`config.mk`:
```
export PLATFORM = sky130hd
export DESIGN_NAME = riscv_v_writeback_element
export DESIGN_NICKNAME = d
export VERILOG_FILES = /design/src/rtl/riscv_v_pkg.sv /design/src/rtl/riscv_v_wb_merge.sv /design/src/rtl/riscv_v_writeback_element.sv
export SDC_FILE = /design/constraint.sdc
export NUM_CORES = 1
export LEC_CHECK = 0
export ABC_AREA = 1
export CAP_MARGIN = 20
export CORE_MARGIN = 2
export CORE_UTILIZATION = 40
export DETAILED_ROUTE_END_ITERATION = 10
export HOLD_SLACK_MARGIN = 0.15
export PLACE_DENSITY = 0.69
export SYNTH_ARGS = -nofsm -noshare
export SYNTH_HDL_FRONTEND = slang
export SYNTH_SLANG_ARGS = --single-unit
```
`constraint.sdc`:
```
create_clock -name clk -period 4.69 [get_ports clk]
set_input_delay 0.938 -clock clk [delete_from_list [all_inputs] [get_ports clk]]
set_output_delay 0.938 -clock clk [all_outputs]
set_load 0.005 [all_outputs]
```
`src/rtl/riscv_v_pkg.sv`:
```
// riscv_v_pkg: shared vector-unit types, sizes and the writeback beat record
package riscv_v_pkg;
  localparam int RISCV_V_NUM_BYTES_DATA = 16;
  localparam int RISCV_V_NUM_VREGS = 32;
  localparam int RISCV_V_VREG_ADDR_WIDTH = 5;
  typedef enum logic [2:0] {
    RISCV_V_OSIZE_8,
    RISCV_V_OSIZE_16,
    RISCV_V_OSIZE_32,
    RISCV_V_OSIZE_64,
    RISCV_V_OSIZE_128
  } riscv_v_osize_e;
  typedef logic [8*RISCV_V_NUM_BYTES_DATA-1:0] riscv_v_data_t;
  // osize is kept raw so out-of-range encodings survive into the merge
  typedef struct packed {
    logic [RISCV_V_VREG_ADDR_WIDTH-1:0] addr;
    riscv_v_data_t data;
    logic [RISCV_V_NUM_BYTES_DATA-1:0] byte_valid;
    logic [2:0] osize;
    logic is_mask;
  } riscv_v_wb_beat_t;
endpackage

```
`src/rtl/riscv_v_wb_merge.sv`:
```
// riscv_v_wb_merge: combinational byte merge / compare-bit mask packing onto old vd
module riscv_v_wb_merge import riscv_v_pkg::*; #(
  parameter int NB = RISCV_V_NUM_BYTES_DATA
) (
  input  logic [8*NB-1:0] i_old,
  input  logic [8*NB-1:0] i_result,
  input  logic [NB-1:0]   i_byte_valid,
  input  logic [2:0]      i_osize,
  input  logic            i_is_mask,
  output logic [8*NB-1:0] o_merged
);
  localparam int BW = $clog2(NB);
  logic w_ok;
  assign w_ok = i_osize <= 3'(RISCV_V_OSIZE_128);
  // mask bit i takes the LSB of element i, gated by that element's first byte
  always_comb begin
    logic [BW-1:0] w_eb;
    w_eb = '0;
    o_merged = i_old;
    for (int i = 0; i < NB; i++) begin
      w_eb = BW'(i << i_osize);
      if (w_ok && !i_is_mask && i_byte_valid[i]) o_merged[8*i +: 8] = i_result[8*i +: 8];
      if (w_ok && i_is_mask && (i < (NB >> i_osize)) && i_byte_valid[w_eb]) o_merged[i] = i_result[{w_eb, 3'b000}];
    end
  end
endmodule

```
`src/rtl/riscv_v_writeback_element.sv`:
```
// riscv_v_writeback_element: accept / read-merge / write pipeline into the vector
// register file, with S2->S1 same-register forwarding and a write-port stall.
module riscv_v_writeback_element import riscv_v_pkg::*; #(
  parameter int NUM_BYTES_DATA = RISCV_V_NUM_BYTES_DATA,
  parameter int NUM_VREGS = RISCV_V_NUM_VREGS,
  parameter int ADDR_WIDTH = RISCV_V_VREG_ADDR_WIDTH
) (
  input  logic                        clk,
  input  logic                        rst,
  input  logic                        in_valid,
  output logic                        in_ready,
  input  logic [ADDR_WIDTH-1:0]       in_vd_addr,
  input  logic [8*NUM_BYTES_DATA-1:0] in_result,
  input  logic [NUM_BYTES_DATA-1:0]   in_byte_valid,
  input  logic [2:0]                  in_osize,
  input  logic                        in_is_mask,
  output logic [ADDR_WIDTH-1:0]       rf_rd_addr,
  input  logic [8*NUM_BYTES_DATA-1:0] rf_rd_data,
  input  logic                        wb_stall,
  output logic                        rf_we,
  output logic [ADDR_WIDTH-1:0]       rf_wr_addr,
  output logic [8*NUM_BYTES_DATA-1:0] rf_wr_data,
  output logic [NUM_VREGS-1:0]        vd_busy
);
  logic r_s1_v, r_s2_v;
  riscv_v_wb_beat_t r_s1;
  logic [ADDR_WIDTH-1:0] r_s2_addr;
  logic [8*NUM_BYTES_DATA-1:0] r_s2_data, w_old, w_merged;
  logic w_fwd;
  assign in_ready = ~wb_stall;
  // while stalled, re-read S1's vd so the data is fresh on release
  assign rf_rd_addr = wb_stall ? r_s1.addr : in_vd_addr;
  assign rf_we = r_s2_v & ~wb_stall;
  assign rf_wr_addr = r_s2_addr;
  assign rf_wr_data = r_s2_data;
  assign w_fwd = rf_we && (rf_wr_addr == r_s1.addr);
  assign w_old = w_fwd ? rf_wr_data : rf_rd_data;
  riscv_v_wb_merge #(.NB(NUM_BYTES_DATA)) u_merge (
    .i_old(w_old),
    .i_result(r_s1.data),
    .i_byte_valid(r_s1.byte_valid),
    .i_osize(r_s1.osize),
    .i_is_mask(r_s1.is_mask),
    .o_merged(w_merged)
  );
  always_ff @(posedge clk) begin
    if (rst) begin
      r_s1_v <= 1'b0;
      r_s2_v <= 1'b0;
      r_s1 <= '0;
      r_s2_addr <= '0;
      r_s2_data <= '0;
    end else if (!wb_stall) begin
      r_s1_v <= in_valid;
      if (in_valid) r_s1 <= '{addr: in_vd_addr, data: in_result, byte_valid: in_byte_valid, osize: in_osize, is_mask: in_is_mask};
      r_s2_v <= r_s1_v;
      if (r_s1_v) begin
        r_s2_addr <= r_s1.addr;
        r_s2_data <= w_merged;
      end
    end
  end
  always_comb begin
    vd_busy = '0;
    if (r_s1_v) vd_busy[r_s1.addr] = 1'b1;
    if (r_s2_v) vd_busy[r_s2_addr] = 1'b1;
  end
endmodule

```
# Yosys cells after proc, flatten, opt, wreduce, memory -nomap -nowiden
# Cells that the tools add are included.
# W data, S select, Z words.
[word_totals] ff_bits=288
[op_classes] n_lt_le_gt_ge=53 n_eq_ne=31 shifts=17 n_mux=104 n_bitwise=3 reduce_logical=86
[op_table] operator="$lt A5 B32 Y1 const A" n=8
[op_table] operator="$bmux W1 S4" n=32
[op_table] operator="$lt A4 B32 Y1 const A" n=4
[op_table] operator="$lt A7 B8 Y1 const B" n=16
[op_table] operator="$mux W128" n=1
[op_table] operator="$mux W8" n=16
[op_table] operator="$reduce_and A3 Y1" n=30
[op_table] operator="$lt A4 B5 Y1 const B" n=16
[op_table] operator="$lt A3 B32 Y1 const A" n=2
[op_table] operator="$mux W32" n=2
[op_table] operator="$logic_and A1 B1 Y1" n=53
[op_table] operator="$mux W1" n=50
[op_table] operator="$ne A3 B1 Y1 const B" n=16
[op_table] operator="$lt A1 B32 Y1 const A" n=1
[op_table] operator="$lt A2 B32 Y1 const A" n=1
[op_table] operator="$or A32 B32 Y32" n=1
[op_table] operator="$shl A4 B3 Y4 const A" n=8
[op_table] operator="$shr A5 B3 Y32 const A" n=1
[op_table] operator="$ne A2 B1 Y1 const B" n=14
[op_table] operator="$shl A3 B3 Y4 const A" n=4
[op_table] operator="$lt A5 B6 Y1 const B" n=2
[op_table] operator="$demux W1 S5" n=2
[op_table] operator="$ge A5 B1 Y1 const B" n=2
[op_table] operator="$shl A1 B3 Y4 const A" n=2
[op_table] operator="other kinds (8)" n=10

# Depth between registers and ports, before layout
[depth] depth_word=7 ltp_mapped=17 mapped_depth_nobuf=16

# By module
# From an unflattened synthesis, not the netlist that was laid out.
[hier_totals] cells_unflattened=2350 area_unflattened_um2=15802.7
[by_module_without_submodules] module="riscv_v_writeback_element" n_inst=1 cells_per_inst=1812 area_each_um2=12523.3
[by_module_without_submodules] module="riscv_v_wb_merge" n_inst=1 cells_per_inst=538 area_each_um2=3279.4

# Least setup slack after synthesis
# Ideal clock, no wire load.
[synth_timing] path_type="input -> output" start="in wb_stall" end="out rf_rd_addr[0]" t_arrival_ns=1.396 t_required_ns=3.752 setup_slack_ns=2.356 path_stages=4 path_cell_list="inv_2 > clkbuf_1 > nand2_1 > o21ai_0"
[synth_via] elab_chain_len=1
[synth_rtl] element="start, declared" line="riscv_v_writeback_element.sv:19" source="input logic wb_stall,"
[synth_rtl] element="$mux W5" line="riscv_v_writeback_element.sv:32" source="assign rf_rd_addr = wb_stall ? r_s1.addr : in_vd_addr;"
[synth_rtl] element="end, declared" line="riscv_v_writeback_element.sv:17" source="output logic [ADDR_WIDTH-1:0] rf_rd_addr,"
# Every way passes these cells.

# Worst setup path in the final report
[layout_timing] start="reg r_s1[148] in the netlist's numbering" end="out vd_busy[9]"
[layout_via] elab_chain_len=7 elab_cells_between_ends=8
[layout_rtl] element="start, declared" line="riscv_v_writeback_element.sv:26" source="riscv_v_wb_beat_t r_s1;"
[layout_rtl] element="start signal, assigned" line="riscv_v_writeback_element.sv:55" source="if (in_valid) r_s1 <= '{addr: in_vd_addr, data: in_result, byte_valid: in_byte_valid, osize: in_osize, is_mask ..."
[layout_rtl] element="$lt A5 B6 Y1 (not written as such) or $ge A5 B1 Y1 (tied branches)" line="riscv_v_writeback_element.sv:65" source="if (r_s1_v) vd_busy[r_s1.addr] = 1'b1;"
[layout_rtl] element="$logic_and A1 B1 Y1 (not written as such)" line="riscv_v_writeback_element.sv:65"
[layout_rtl] element="$mux W1 (not written as such)" line="riscv_v_writeback_element.sv:65"
[layout_rtl] element="$demux W1 S5 *" line="riscv_v_writeback_element.sv:65"
[layout_rtl] element="$mux W32 *" line="riscv_v_writeback_element.sv:65"
[layout_rtl] element="$or A32 B32 Y32 (no line)"
[layout_rtl] element="$mux W32 *" line="riscv_v_writeback_element.sv:66" source="if (r_s2_v) vd_busy[r_s2_addr] = 1'b1;"
[layout_rtl] element="end, declared" line="riscv_v_writeback_element.sv:23" source="output logic [NUM_VREGS-1:0] vd_busy"
# Every way passes the cells marked *; elsewhere a longest branch is shown, timed or not.

==> impl_metrics.prom <==
# TYPE chip_impl_metric gauge
chip_impl_metric{name="relSlewSlack",unit="%"} 26.62
chip_impl_metric{name="clk_pin_slew",unit="ns"} 0.06
chip_impl_metric{name="cellLeakagePower",unit="nW"} 8.186
chip_impl_metric{name="antenna_found_initial",unit=""} 8
chip_impl_info{name="cts-root-buf",value="clkbuf_16"} 1
chip_impl_metric{name="worst_pin_slew",unit="ns"} 1.092
chip_impl_metric{name="synth_sequential_area_ratio",unit="%"} 41.40
chip_impl_metric{name="syn-mean-instance-area",unit="um2"} 7.034
chip_impl_metric{name="postSynthNetCount",unit=""} 2273
chip_impl_metric{name="post_synth_instance_area",unit="um2"} 13930
chip_impl_metric{name="fillCellCount",unit=""} 3274
chip_impl_metric{name="overflow",unit=""} 0
chip_impl_metric{name="timing.hold.worst_path_depth",unit=""} 2
chip_impl_metric{name="max_cap_viol_count",unit=""} 0
chip_impl_metric{name="timing.critical_path.required",unit="ns"} 3.75
chip_impl_info{name="critical_path.endpoint_type",value="primary output"} 1
chip_impl_info{name="layout_commonest_cell",value="nor2_1"} 1
chip_impl_metric{name="htree_levels",unit=""} 2
chip_impl_metric{name="swShare",unit="%"} 27.39
chip_impl_metric{name="p_seq_share",unit="%"} 41.6
chip_impl_info{name="rsz0062_at_grt",value="no"} 1
chip_impl_metric{name="grt_max_degree",unit=""} 139
chip_impl_metric{name="drt_first_iter_violations",unit=""} 992
chip_impl_metric{name="floorplan_die_width",unit="um"} 190.6
chip_impl_metric{name="register_bit_count_reported_by_yosys",unit=""} 288
chip_impl_metric{name="drtAntennaViolNets",unit=""} 0
chip_impl_metric{name="ir_drop",unit="mV"} 0.2980
chip_impl_metric{name="p_sw",unit="W"} 0.001760
chip_impl_metric{name="worst-r2r-setup-slack",unit="ns"} 1.54
chip_impl_metric{name="ys_warn_count",unit=""} 0
chip_impl_metric{name="detailedPlacementHpwl",unit="um"} 40280
chip_impl_metric{name="chipHeight",unit="um"} 190.6
chip_impl_info{name="synth.top_cells.by_area",value="dfxtp_1 41%, nor2_1 13%, o21ai_0 13%"} 1
chip_impl_metric{name="floorplan.core_area",unit="um2"} 34370
chip_impl_metric{name="cts_resized",unit=""} 0
chip_impl_metric{name="dr_total_vias",unit=""} 14810
chip_impl_metric{name="number_of_hold_violations_in_the_final_report",unit=""} 0
chip_impl_metric{name="insertion_delay",unit="ns"} 0.51
chip_impl_metric{name="final_net_count",unit=""} 2692
chip_impl_metric{name="period_share",unit="%"} 78.05
chip_impl_metric{name="detail_route.drc_violations",unit=""} 0
chip_impl_metric{name="post_placement_cell_area",unit="um2"} 18790
chip_impl_metric{name="comb_power_share",unit="%"} 18.7
chip_impl_metric{name="postRouteWirelength",unit="um"} 53570
chip_impl_metric{name="area.growth.synth_to_final",unit="%"} 42.75
chip_impl_metric{name="clock_sink_count",unit=""} 288
chip_impl_info{name="hp-start",value="r_s1[146]"} 1
chip_impl_metric{name="netlist_instances",unit=""} 1980
chip_impl_info{name="cts_tree",value="built"} 1
chip_impl_metric{name="numCtsBuffers",unit=""} 34
chip_impl_metric{name="io_buffer_count",unit=""} 456
chip_impl_metric{name="internal_power",unit="W"} 0.004666
chip_impl_metric{name="cts-hold-fix-buffers",unit=""} 0
chip_impl_metric{name="report.final.setup_viol",unit=""} 0
chip_impl_info{name="mostFrequentLayoutCells",value="488 x nor2_1, 456 x clkdlybuf4s50_1, 352 x o21ai_0"} 1
chip_impl_info{name="timing.critical_path.from_type",value="register"} 1
chip_impl_info{name="holdCritPathClass",value="reg -> reg"} 1
chip_impl_metric{name="groute.usage.overall",unit="%"} 28.61
chip_impl_metric{name="hold_ws",unit="ns"} 0.4454
chip_impl_info{name="hold_path_end",value="r_s1[146]"} 1
chip_impl_metric{name="synth.distinct_cells",unit=""} 35
chip_impl_metric{name="final_max_slew_viol_count",unit=""} 0
chip_impl_metric{name="worstRegToRegCells",unit=""} 11
chip_impl_metric{name="fp.dieArea",unit="um2"} 36330
chip_impl_info{name="timing.setup.critical_path_class",value="reg -> out"} 1
chip_impl_metric{name="ports",unit=""} 457
chip_impl_metric{name="timing.critical_path.arrival",unit="ns"} 2.72
chip_impl_metric{name="drive_above_1_share",unit="%"} 8.768
chip_impl_info{name="synth_top_area_cell",value="dfxtp_1"} 1
chip_impl_metric{name="fin_area",unit="um2"} 19880
chip_impl_metric{name="finalSetupTns",unit="ns"} 0
chip_impl_info{name="reg2reg_from",value="r_s1[1]"} 1
chip_impl_metric{name="drt_pre_antenna_iters",unit=""} 7
chip_impl_metric{name="vias_per_std_cell",unit=""} 5.141
chip_impl_metric{name="path_max_fanout",unit=""} 8
chip_impl_metric{name="final_util",unit="%"} 57.84
chip_impl_metric{name="fin_crit",unit="ns"} 3.661
chip_impl_metric{name="cts_setup_buffers",unit=""} 0
chip_impl_metric{name="globalplace.congestion",unit=""} 0.9647
chip_impl_metric{name="achievable-frequency",unit="MHz"} 273.2
chip_impl_metric{name="floorplan.initialDensity",unit="%"} 40.52
chip_impl_metric{name="fp-row-count",unit=""} 68
chip_impl_metric{name="grt_pass1_wl",unit="um"} 81610
chip_impl_metric{name="synth_top_area_share",unit="%"} 41.40
chip_impl_info{name="reg2reg_to",value="rf_wr_data[125]"} 1
chip_impl_metric{name="cellPowerDensity",unit="nW/um2"} 323.2
chip_impl_metric{name="max_root_sink_buffers",unit=""} 3
chip_impl_info{name="status",value="completed"} 1
chip_impl_metric{name="clockPowerShare",unit="%"} 39.6
chip_impl_metric{name="clock-skew-final",unit="ns"} 0.02006
chip_impl_metric{name="wire_per_inst",unit="um"} 18.60
chip_impl_metric{name="via_count_of_the_first_global_routing_pass",unit=""} 14390
## power by group through the flow
stage,Combinational [W],Sequential (W),Clock [W]
2_1_floorplan,0.000629,0.00271,0
3_3_place_gp,0.00119,0.00272,0
3_5_place_dp,0.00119,0.00272,0
4_1_cts,0.00120,0.00267,0.00260
5_1_grt,0.00132,0.00269,0.00270
6_report,0.00120,0.00268,0.00255
## how the worst max path moves through the flow
stage	from	endpoint	cells after the start
2_1_floorplan	wb_stall	rf_rd_addr[0]	4
3_3_place_gp	wb_stall	rf_rd_addr[0]	4
3_5_place_dp	wb_stall	rf_wr_data[119]	12
4_1_cts	r_s1[148]	vd_busy[11]	5
5_1_grt	r_s1[148]	vd_busy[9]	5
6_report	r_s1[148]	vd_busy[9]	5
## per-stage QoR
stage	setup WS (ns)	total power [W]	instances
floorplan	2.356	0.003334	1980
CTS	1.009	0.006471	2871
finish	1.029	0.006426	2880
global route	0.9081	0.006710	2877
detailed placement	1.386	0.003918	2816
global placement	1.414	0.003913	2816
## cell families after synthesis
| group | Yosys count | synth area share (%) |
|---|---|---|
| AOI/OAI and AO/OA | 456 | 17.58 |
| adders and majority gates | 8 | 0.7187 |
| buffers and inverters | 207 | 6.100 |
| DFF | 288 | 41.40 |
| muxes | 84 | 6.774 |
| and+or+nand+nor | 937 | 27.43 |
## sequential cells by signal, summed over array words and instances, names as in the netlist
signal and cells:
rf_wr_addr 5, r_s2_v 1, r_s1_v 1, rf_wr_data 128, r_s1 153
## per-layer routing
metal  track usage, %  share of wire (%)  wire, um  vias up
li1                 -                  -         -     7336
met5                0              0.077        41        -
met1            36.38                 43     22970     6901
met2            48.78                 48     25610      495
met3            6.275                7.3      3924       67
met4            7.812                1.9      1026        6
## Yosys cell counts
library cell  number
a21oi_1           62
inv_1             96
o21ai_1           19
a31oi_2            1
ha_1               8
nand2_2            7
buf_1              3
nand2_4           10
mux2i_1            2
nor2_4             2
nor2_1           488
clkbuf_1          68
o211ai_1           1
inv_2             21
nand2_1          291
inv_4              3
dfxtp_1          288
buf_4              4
nand3_1          119
mux2_2            82
nor3_1            12
a21oi_4           12
buf_6              2
clkinv_1           2
nand3_4            1
nor2_2             4
and2_0             1
a31oi_1            2
buf_12             1
buf_8              1
o21ai_0          352
or2_2              2
a21oi_2            4
buf_2              6
o22ai_1            3
## cell type report
class	instances	area [um2]	area share [%]
clock inverter	9	111.4	0.5601
multi-input combinational	1485	7320	36.82
sequential	288	5766	29.00
timing repair buffer	468	4679	23.54
inverter	122	473.0	2.379
antenna	7	17.52	0.08811
tap	455	569.3	2.863
clock buffer	46	945.9	4.758
## critical path, cell delays in order, from the launching register on
cell,delay (ns)
dfxtp_1,0.40
inv_1,0.14
nor3_1,0.87
nand2_1,0.09
o21ai_0,0.16
clkdlybuf4s50_1,0.56
Power figures use the tool's default switching activity.
